## src/rtl/freoff_pkg.sv

```systemverilog
// freoff_pkg: shared phase-format constants, FSM states and CORDIC arctan table
package freoff_pkg;
    localparam int PI_Q = 25736;
    localparam int TWO_PI_Q = 51472;
    localparam int CORDIC_GAIN_INV = 19898;
    typedef enum logic [1:0] {IDLE, RUN, DRAIN} state_t;
    // atan(2^-i) in 3.13 radians; supports up to 16 stages
    localparam int ATAN [16] = '{6434, 3798, 2007, 1019, 511, 256, 128, 64, 32, 16, 8, 4, 2, 1, 1, 0};
endpackage

```

## src/rtl/cordic_rot_pipe.sv

```systemverilog
// cordic_rot_pipe: rotates a Q1.15 complex sample by a 3.13 phase, output 2.14 {Im, Re}
//   clk/rst/ce  clock, sync reset (valid chain only), clock enable for every stage
//   stb/sample/phase  input valid, {Im, Re} sample, rotation phase in [-PI_Q, PI_Q]
//   vld/rot  final-stage valid and rounded, saturated rotated sample
module cordic_rot_pipe #(
    parameter int ITER = 14,
    parameter int PI_Q = 25736
) (
    input  logic               clk,
    input  logic               rst,
    input  logic               ce,
    input  logic               stb,
    input  logic [31:0]        sample,
    input  logic signed [16:0] phase,
    output logic               vld,
    output logic [31:0]        rot
);
    import freoff_pkg::*;
    localparam logic signed [16:0] PQ = 17'(PI_Q);
    localparam logic signed [16:0] HQ = 17'(PI_Q / 2);
    localparam logic signed [15:0] G = 16'(CORDIC_GAIN_INV);
    // 18-bit datapath holds the raw Q1.15 value, i.e. 2.14 with one guard bit
    logic signed [17:0] x [0:ITER];
    logic signed [17:0] y [0:ITER];
    logic signed [16:0] z [0:ITER-1];
    logic signed [33:0] px, py;
    logic signed [17:0] x0, y0;
    logic [ITER+1:0] v;
    logic flip;
    assign x0 = 18'($signed(sample[15:0]));
    assign y0 = 18'($signed(sample[31:16]));
    assign flip = phase > HQ || phase < -HQ;
    always_ff @(posedge clk)
        if (rst) v <= '0;
        else if (ce) v <= {v[ITER:0], stb};
    always_ff @(posedge clk)
        if (ce) begin
            x[0] <= flip ? -x0 : x0;
            y[0] <= flip ? -y0 : y0;
            z[0] <= phase > HQ ? phase - PQ : phase < -HQ ? phase + PQ : phase;
            for (int i = 0; i < ITER; i++) begin
                x[i+1] <= z[i][16] ? x[i] + (y[i] >>> i) : x[i] - (y[i] >>> i);
                y[i+1] <= z[i][16] ? y[i] - (x[i] >>> i) : y[i] + (x[i] >>> i);
            end
            for (int i = 0; i < ITER - 1; i++)
                z[i+1] <= z[i][16] ? z[i] + 17'(ATAN[i]) : z[i] - 17'(ATAN[i]);
            px <= 34'(x[ITER]) * 34'(G);
            py <= 34'(y[ITER]) * 34'(G);
        end
    // drop the guard bit and the Q15 gain scale with round-half-up, then clamp
    function automatic logic [15:0] sat(input logic signed [33:0] a);
        logic signed [17:0] r;
        r = 18'((a + 34'sd32768) >>> 16);
        return r > 18'sd32767 ? 16'h7fff : r < -18'sd32768 ? 16'h8000 : r[15:0];
    endfunction
    assign vld = v[ITER+1];
    assign rot = {sat(py), sat(px)};
endmodule

```

## src/rtl/freoff_inject.sv

```systemverilog
// freoff_inject: TX carrier-frequency-offset injector, rotates sample n of a frame by n*step
//   ena/ce  frame enable (rising edge starts a frame), clock enable for accumulator and pipeline
//   dat_in/stb_in  {Im, Re} Q1.15 sample and its valid
//   phase_step/ld_step  3.13 per-sample increment and its load strobe
//   dat_out/out_val  rotated 2.14 {Im, Re} sample and its one-clock valid pulse
module freoff_inject #(
    parameter int ITER = 14,
    parameter int PI_Q = 25736
) (
    input  logic        clk,
    input  logic        rst,
    input  logic        ena,
    input  logic        ce,
    input  logic [31:0] dat_in,
    input  logic        stb_in,
    input  logic [15:0] phase_step,
    input  logic        ld_step,
    output logic [31:0] dat_out,
    output logic        out_val
);
    import freoff_pkg::*;
    localparam int DW = $clog2(ITER + 3);
    localparam logic signed [16:0] PQ = 17'(PI_Q);
    localparam logic signed [16:0] TPQ = 17'(2 * PI_Q);
    state_t st;
    logic ena_d, pend, val_q, pv, acc_ok;
    logic signed [15:0] step;
    logic signed [16:0] acc, sum, nxt;
    logic [DW-1:0] dcnt;
    logic [31:0] pd;
    assign acc_ok = st == RUN && ena && stb_in && ce;
    assign sum = acc + 17'(step);
    assign nxt = sum > PQ ? sum - TPQ : sum < -PQ ? sum + TPQ : sum;
    cordic_rot_pipe #(.ITER(ITER), .PI_Q(PI_Q)) u_pipe (
        .clk    (clk),
        .rst    (rst),
        .ce     (ce),
        .stb    (acc_ok),
        .sample (dat_in),
        .phase  (acc),
        .vld    (pv),
        .rot    (pd)
    );
    // pend remembers an ena rising edge seen during DRAIN so IDLE can act on it
    always_ff @(posedge clk)
        if (rst) begin
            st <= IDLE;
            ena_d <= 1'b0;
            pend <= 1'b0;
            step <= '0;
            acc <= '0;
            dcnt <= '0;
        end else begin
            ena_d <= ena;
            case (st)
                IDLE: begin
                    pend <= 1'b0;
                    if (ena && (!ena_d || pend)) begin
                        st <= RUN;
                        acc <= '0;
                        step <= phase_step;
                    end
                end
                RUN:
                    if (!ena) begin
                        st <= DRAIN;
                        dcnt <= '0;
                    end else begin
                        if (acc_ok) acc <= nxt;
                        if (ld_step) step <= phase_step;
                    end
                default: begin
                    pend <= ena && (pend || !ena_d);
                    if (ce) begin
                        dcnt <= dcnt + 1'b1;
                        if (dcnt == DW'(ITER + 2)) st <= IDLE;
                    end
                end
            endcase
        end
    always_ff @(posedge clk)
        if (rst) begin
            dat_out <= '0;
            val_q <= 1'b0;
        end else if (ce) begin
            val_q <= pv;
            if (pv) dat_out <= pd;
        end
    // a loaded result waits through ce-low cycles and is presented in the next ce-high cycle
    assign out_val = val_q & ce;
endmodule

```

## config.mk

```make
export PLATFORM = sky130hd
export DESIGN_NAME = freoff_inject
export DESIGN_NICKNAME = d
export VERILOG_FILES = /design/src/rtl/freoff_pkg.sv /design/src/rtl/cordic_rot_pipe.sv /design/src/rtl/freoff_inject.sv
export SDC_FILE = /design/constraint.sdc
export NUM_CORES = 2
export LEC_CHECK = 0
export CORE_MARGIN = 3
export CORE_UTILIZATION = 42
export CTS_CLUSTER_DIAMETER = 60
export DETAILED_ROUTE_END_ITERATION = 8
export PLACE_DENSITY = 0.71
export SYNTH_ARGS = -nofsm -noshare
export SYNTH_HDL_FRONTEND = slang
export SYNTH_SLANG_ARGS = --single-unit
```

## constraint.sdc

```tcl
create_clock -name clk -period 6.3 [get_ports clk]
set_input_delay 0.945 -clock clk [delete_from_list [all_inputs] [get_ports clk]]
set_output_delay 0.945 -clock clk [all_outputs]
set_load 0.05 [all_outputs]
```

**After elaboration in Yosys (flattened, before gate mapping)**

Memory sizes are Yosys's and may differ from the RTL's.
Index checks and enable logic that the tools add are counted.

- Add/sub/neg operators: 91
- Bitwise gates (word level): 2
- Multiply operators: 2
- Eq/ne operators: 7
- Multiplexer cells: 70
- $lt $le $gt $ge: 8
- Reduce and logical (&&, ||, !) cells: 17

Operators by type and width:

| operator | number |
|---|---|
| 2-to-1 mux 18 bit | 30 |
| 2-to-1 mux 17 bit | 20 |
| 2-to-1 mux 16 bit | 7 |
| adder 34 x 17 -> 34 bit (second input constant) | 2 |
| multiplier 18 x 15 -> 33 bit (second input constant) | 2 |
| adder 18 x 10 -> 18 bit | 2 |
| adder 18 x 11 -> 18 bit | 2 |
| adder 18 x 12 -> 18 bit | 2 |
| adder 18 x 13 -> 18 bit | 2 |
| adder 18 x 14 -> 18 bit | 2 |
| adder 18 x 15 -> 18 bit | 2 |
| adder 18 x 16 -> 18 bit | 2 |
| adder 18 x 17 -> 18 bit | 2 |
| adder 18 x 5 -> 18 bit | 2 |
| adder 18 x 6 -> 18 bit | 2 |
| adder 18 x 7 -> 18 bit | 2 |
| adder 18 x 8 -> 18 bit | 2 |
| adder 18 x 9 -> 18 bit | 2 |
| greater-than comparator 18 x 16 -> 1 bit (second input constant) | 2 |
| less-than comparator 18 x 16 -> 1 bit (second input constant) | 2 |
| negation 16 -> 18 bit | 2 |
| subtractor 18 x 10 -> 18 bit | 2 |
| subtractor 18 x 11 -> 18 bit | 2 |
| subtractor 18 x 12 -> 18 bit | 2 |
| other kinds (69) | 98 |

- Output and inout port bits: 33
- Word-level logic and storage cells: 211
- Bits in writable memories: 778
- Register bits: 157
- Memories kept: 3
- Bits of input ports: 54

Memory list:

| name | words | bits a word | rd ports | clocked after Yosys merged registers in | write ports | RTL line | source |
|---|---|---|---|---|---|---|---|
| u_pipe.x | 15 | 18 | 15 | 0 | 15 | cordic_rot_pipe.sv:23 | `logic signed [17:0] x [0:ITER];` |
| u_pipe.y | 15 | 18 | 15 | 0 | 15 | cordic_rot_pipe.sv:24 | `logic signed [17:0] y [0:ITER];` |
| u_pipe.z | 14 | 17 | 14 | 0 | 14 | cordic_rot_pipe.sv:25 | `logic signed [16:0] z [0:ITER-1];` |

**Logic depth before layout (Yosys ltp)**

- Word-level depth: 7
- Gate-level depth with buffers: 22
- Mapped depth without buffers: 22

**Hierarchy**

Synthesis repeated with hierarchy kept, for this count alone.

- Cell total of the unflattened synthesis: 7586
- Area, all modules: 75359.8 µm²

By module, submodules not included:

| module | cells each | area an instance (µm²) | instances | sequential area each (µm²) |
|---|---|---|---|---|
| cordic_rot_pipe | 7055 | 71059.4 | 1 | 24073.1 |
| freoff_inject | 531 | 4300.4 | 1 | 1501.4 |

**Least setup slack after synthesis**

Ideal clock, no wire load.

- Path type: reg2reg
- Start: mem u_pipe.x[14][7] (netlist: u_pipe.x[1][115])
- End: reg u_pipe.px[32] (data pin)
- Period minus slack after synthesis: 6.052 ns
- Path buffers: 0
- Arrival: 5.794 ns
- Path slack: 0.248 ns
- Cell stages (with the launch flop): 22
- Required time: 6.041 ns
- Setup time: 0.259 ns
- Path through: edfxtp_1 -> ha_1 -> inv_1 -> fa_1 -> fa_1 -> inv_1 -> fa_1 -> fa_1 -> inv_1 -> fa_1 -> inv_1 -> ha_1 -> a21o_1 -> a21oi_1 -> o221ai_1 -> o31ai_1 -> a311o_1 -> a211oi_1 -> o32a_1 -> and2_1 -> o21a_1 -> o31a_1

RTL lines:

| item | RTL line | source |
|---|---|---|
| start: declaration | cordic_rot_pipe.sv:23 |  |
| end signal: assignment | cordic_rot_pipe.sv:47 | `px <= 34'(x[ITER]) * 34'(G);` |
| end: declaration | cordic_rot_pipe.sv:26 | `logic signed [33:0] px, py;` |

==> run metrics <==
Reg2Reg Depth 23; Tmin final 6.140 ns; Post-route DRC 0; main combinational cell family by area after synthesis adder cells; max-cap violations 0; H-tree depth 3; final WL around 160000 um; vias in the first global route about 54000; Post-DRT Antenna Nets 0; multi-input logic area between 40000 and 50000 um^2; Synthesized Nets 8609; Post-Layout Cell Count 9906; Layout area overhead 10.77%; Detailed Routing Iterations Pass 1 6; nets@finish just under 9000; crit-path max FO 4; post-synthesis adder-cell area fraction 0.2367; Die Wd ~420 um; M2 GR Usage 0.3215; post-DR wirelength/cell about 16 um; placed insts 9684; clock skew 0.04062 ns; Num CTS Buffers roughly 110; HPWL Detailed 122900 um; Clock Sinks 882; final setup vio count 0; worst hold slack approximately 0.4 ns; Mapped Area approximately 74000 um^2; Ys Warns 0; area taken by flip-flops and latches 25570 um^2; clk_lat worst skew approximately 0.72 ns; Worst Setup End Kind flip-flop; Hold Crit Class reg2reg; simple-gate share of the synthesized area 0.1138; CTS max path bufs 3; Relative slew margins 0.2489; Async SR Flop Fraction 0; CP required ~6.8 ns; Clock Pin Slew Worst Setup and Hold Paths about 0.060 ns; IO Count between 80 and 90; final-report hold violation count 0; met1 GRT Util 0.2054; Slew Limit Fails 0; I/O Buffers between 80 and 90; Tcrit/Tclk final 0.9745; Crit Path Class reg2reg; CTS tree done; DR iter-0 viols roughly 2700; ys flop type edfxtp_1; Synth Area per Inst 10.04 um^2; Hold Path Stages 0; layout cells sized above 1 0.05174; CP Launch Type flip-flop; core area about 170000 um^2; GRT Util Overall 0.1712; fmax between 0.15 and 0.2 GHz; RSZ-0062 raised after global routing yes; Final Instance Area about 82000 um^2; outcome complete, no violations; Die H 424.6 um; largest net degree at the start of global routing ~170; Mapped Cells between 7000 and 8000; proportion of synthesized area in mux cells 0.01338; die area roughly 180000 um^2; worst slew pin tran between 1 and 1.5 ns; routed vias/inst roughly 5.3; critical path arrival about 6.6 ns; Compound-Gate Fraction of Synth Area 0.1328; Rows between 150 and 200; antenna violations before repair 1; global-route wire length before repair around 260000 um; Initial Utilization 0.4257; via count about 53000; busiest grt layer met2; FILL cells roughly 16000; M3 GR Usage 0.02016; clock root buffer clkbuf_16; number of synthesized flops with an enable pin 791; Diodes inserted 0; GP Congestion between 0.9 and 1; register area share after synthesis 0.3475; setup TNS 0 ns; Synth Area in XOR/XNOR 0.1098; Distinct cells, synth between 90 and 100; GRT overflow 0; Placed Area about 77000 um^2; post-synthesis register bit count 882
-- layout make-up --
type | instances | share of cell area
Multi-Input combinational cell | 5549 | 0.5509
Sequential cell | 882 | 0.3138
Inverter | 780 | 0.03592
Tap cell | 2310 | 0.03546
Clock buffer | 129 | 0.03500
Timing Repair Buffer | 183 | 0.02019
Clock inverter | 73 | 0.008719
-- cells by family after synthesis --
logic type                 count (synthesis)
xor gates and xnor gates                 916
buffers and inverters                    895
DFF                                      882
and+or+nand+nor                         1756
muxes                                     95
adders and majority gates               1229
AOI/OAI and AO/OA                       1553
-- worst max-delay path, cell delays in order (launching register included) --
cell and delay, ns:
edfxtp_1 0.50, buf_6 0.18, ha_4 0.25, inv_2 0.03
fa_1 0.48, fa_1 0.58, inv_2 0.05, fa_2 0.44
fa_1 0.50, inv_2 0.05, fa_1 0.54, inv_1 0.06
ha_4 0.21, a21o_1 0.17, a21oi_2 0.19, o221ai_4 0.15
o31ai_2 0.20, buf_4 0.15, a311o_1 0.21, a211oi_2 0.09
o32a_1 0.33, and2_4 0.18, o21a_1 0.16, o31a_1 0.23
-- synthesized netlist by cell type, types with 16 or more instances --
cell type    n  area, um^2
a21oi_1    569        2848
nand2b_1    79       494.2
edfxtp_1   791       23750
and2_1      31       193.9
nand2_1    272        1021
o31ai_1     54       405.4
o22ai_1     21       131.4
clkbuf_1    90       337.8
and3_1      47       294.0
buf_1       16       60.06
o21a_1      77       578.1
nand4_1     20       125.1
a21boi_0    19       142.6
a211oi_1    45       337.8
inv_1      776        2913
nor2b_1    140       875.8
nor4_1      23       143.9
a211o_1     26       227.7
fa_1       272        5445
or3_1       64       400.4
dfxtp_1     91        1822
xnor2_1    670        5868
o211ai_1    26       195.2
o41ai_1     35       306.5
mux2_2      27       304.0
o21ai_0    313        1567
xor2_1     241        2111
mux2i_1     68       680.7
a21o_1     123       923.4
o21bai_1    62       465.5
a31oi_1     36       225.2
nor2_1     638        2395
nor3_1     233        1166
nand3_1    130       650.6
ha_1       957       11970
or2_2       17       106.4
-- layer usage --
| metal | wire length, um | part of all wire | up-vias |
|---|---|---|---|
| li1 | - | - | 26305 |
| met5 | 0 | 0 | - |
| met1 | 66140 | 0.42 | 25440 |
| met2 | 81520 | 0.52 | 750 |
| met4 | 3583 | 0.023 | 0 |
| met3 | 4497 | 0.029 | 250 |
-- through the flow --
step | util | setup WS, ns
3_5_place_dp | 0.4483 | -0.1922
4_1_cts | 0.4693 | -0.02550
5_1_grt | 0.4715 | -0.1066
3_3_place_gp | 0.4483 | -0.1494
6_report | 0.4715 | 0.1604
2_1_floorplan | - | 0.2475
-- cell usage in the layout, fill, tap and decap left out, types with 233 or more instances in the layout --
cell / instances
nand2_1: 271
nor2_1: 638
ha_1: 945
xnor2_1: 670
o21ai_0: 311
fa_1: 270
inv_1: 767
nor3_1: 233
xor2_1: 241
edfxtp_1: 791
a21oi_1: 566
-- final timing paths --
path,to,from,slack [ns]
max,u_pipe.px[32]$_DFFE_PP_,u_pipe.x[1][117]$_DFFE_PP_,0.16
min,u_pipe.z[1][53]$_DFFE_PP_,u_pipe.z[1][36]$_DFFE_PP_,0.40
min reg2reg,u_pipe.z[1][53]$_DFFE_PP_,u_pipe.z[1][36]$_DFFE_PP_,0.40
max reg2reg,u_pipe.px[32]$_DFFE_PP_,u_pipe.x[1][117]$_DFFE_PP_,0.16
-- what timing repair did --
action / CTS / global route
pin swaps: 4 / 29
hold buffers: 0 / 0
setup buffers: 6 / 14
setup endpoints to repair: 11 / 17
gates resized for setup: 7 / 47
-- sequential cells by signal, indices dropped and copies added (netlist names) --
register / count
pend: 1
u_pipe.v: 16
u_pipe.x: 270
step: 16
acc: 17
u_pipe.px: 19
u_pipe.y: 269
st: 2
u_pipe.py: 19
u_pipe.z: 214
val_q: 1
dat_out: 32
dcnt: 5
ena_d: 1
Power is left out: the tool's default activity adds up to more than one toggle a clock period on the data nets, which glitch-free logic cannot reach.
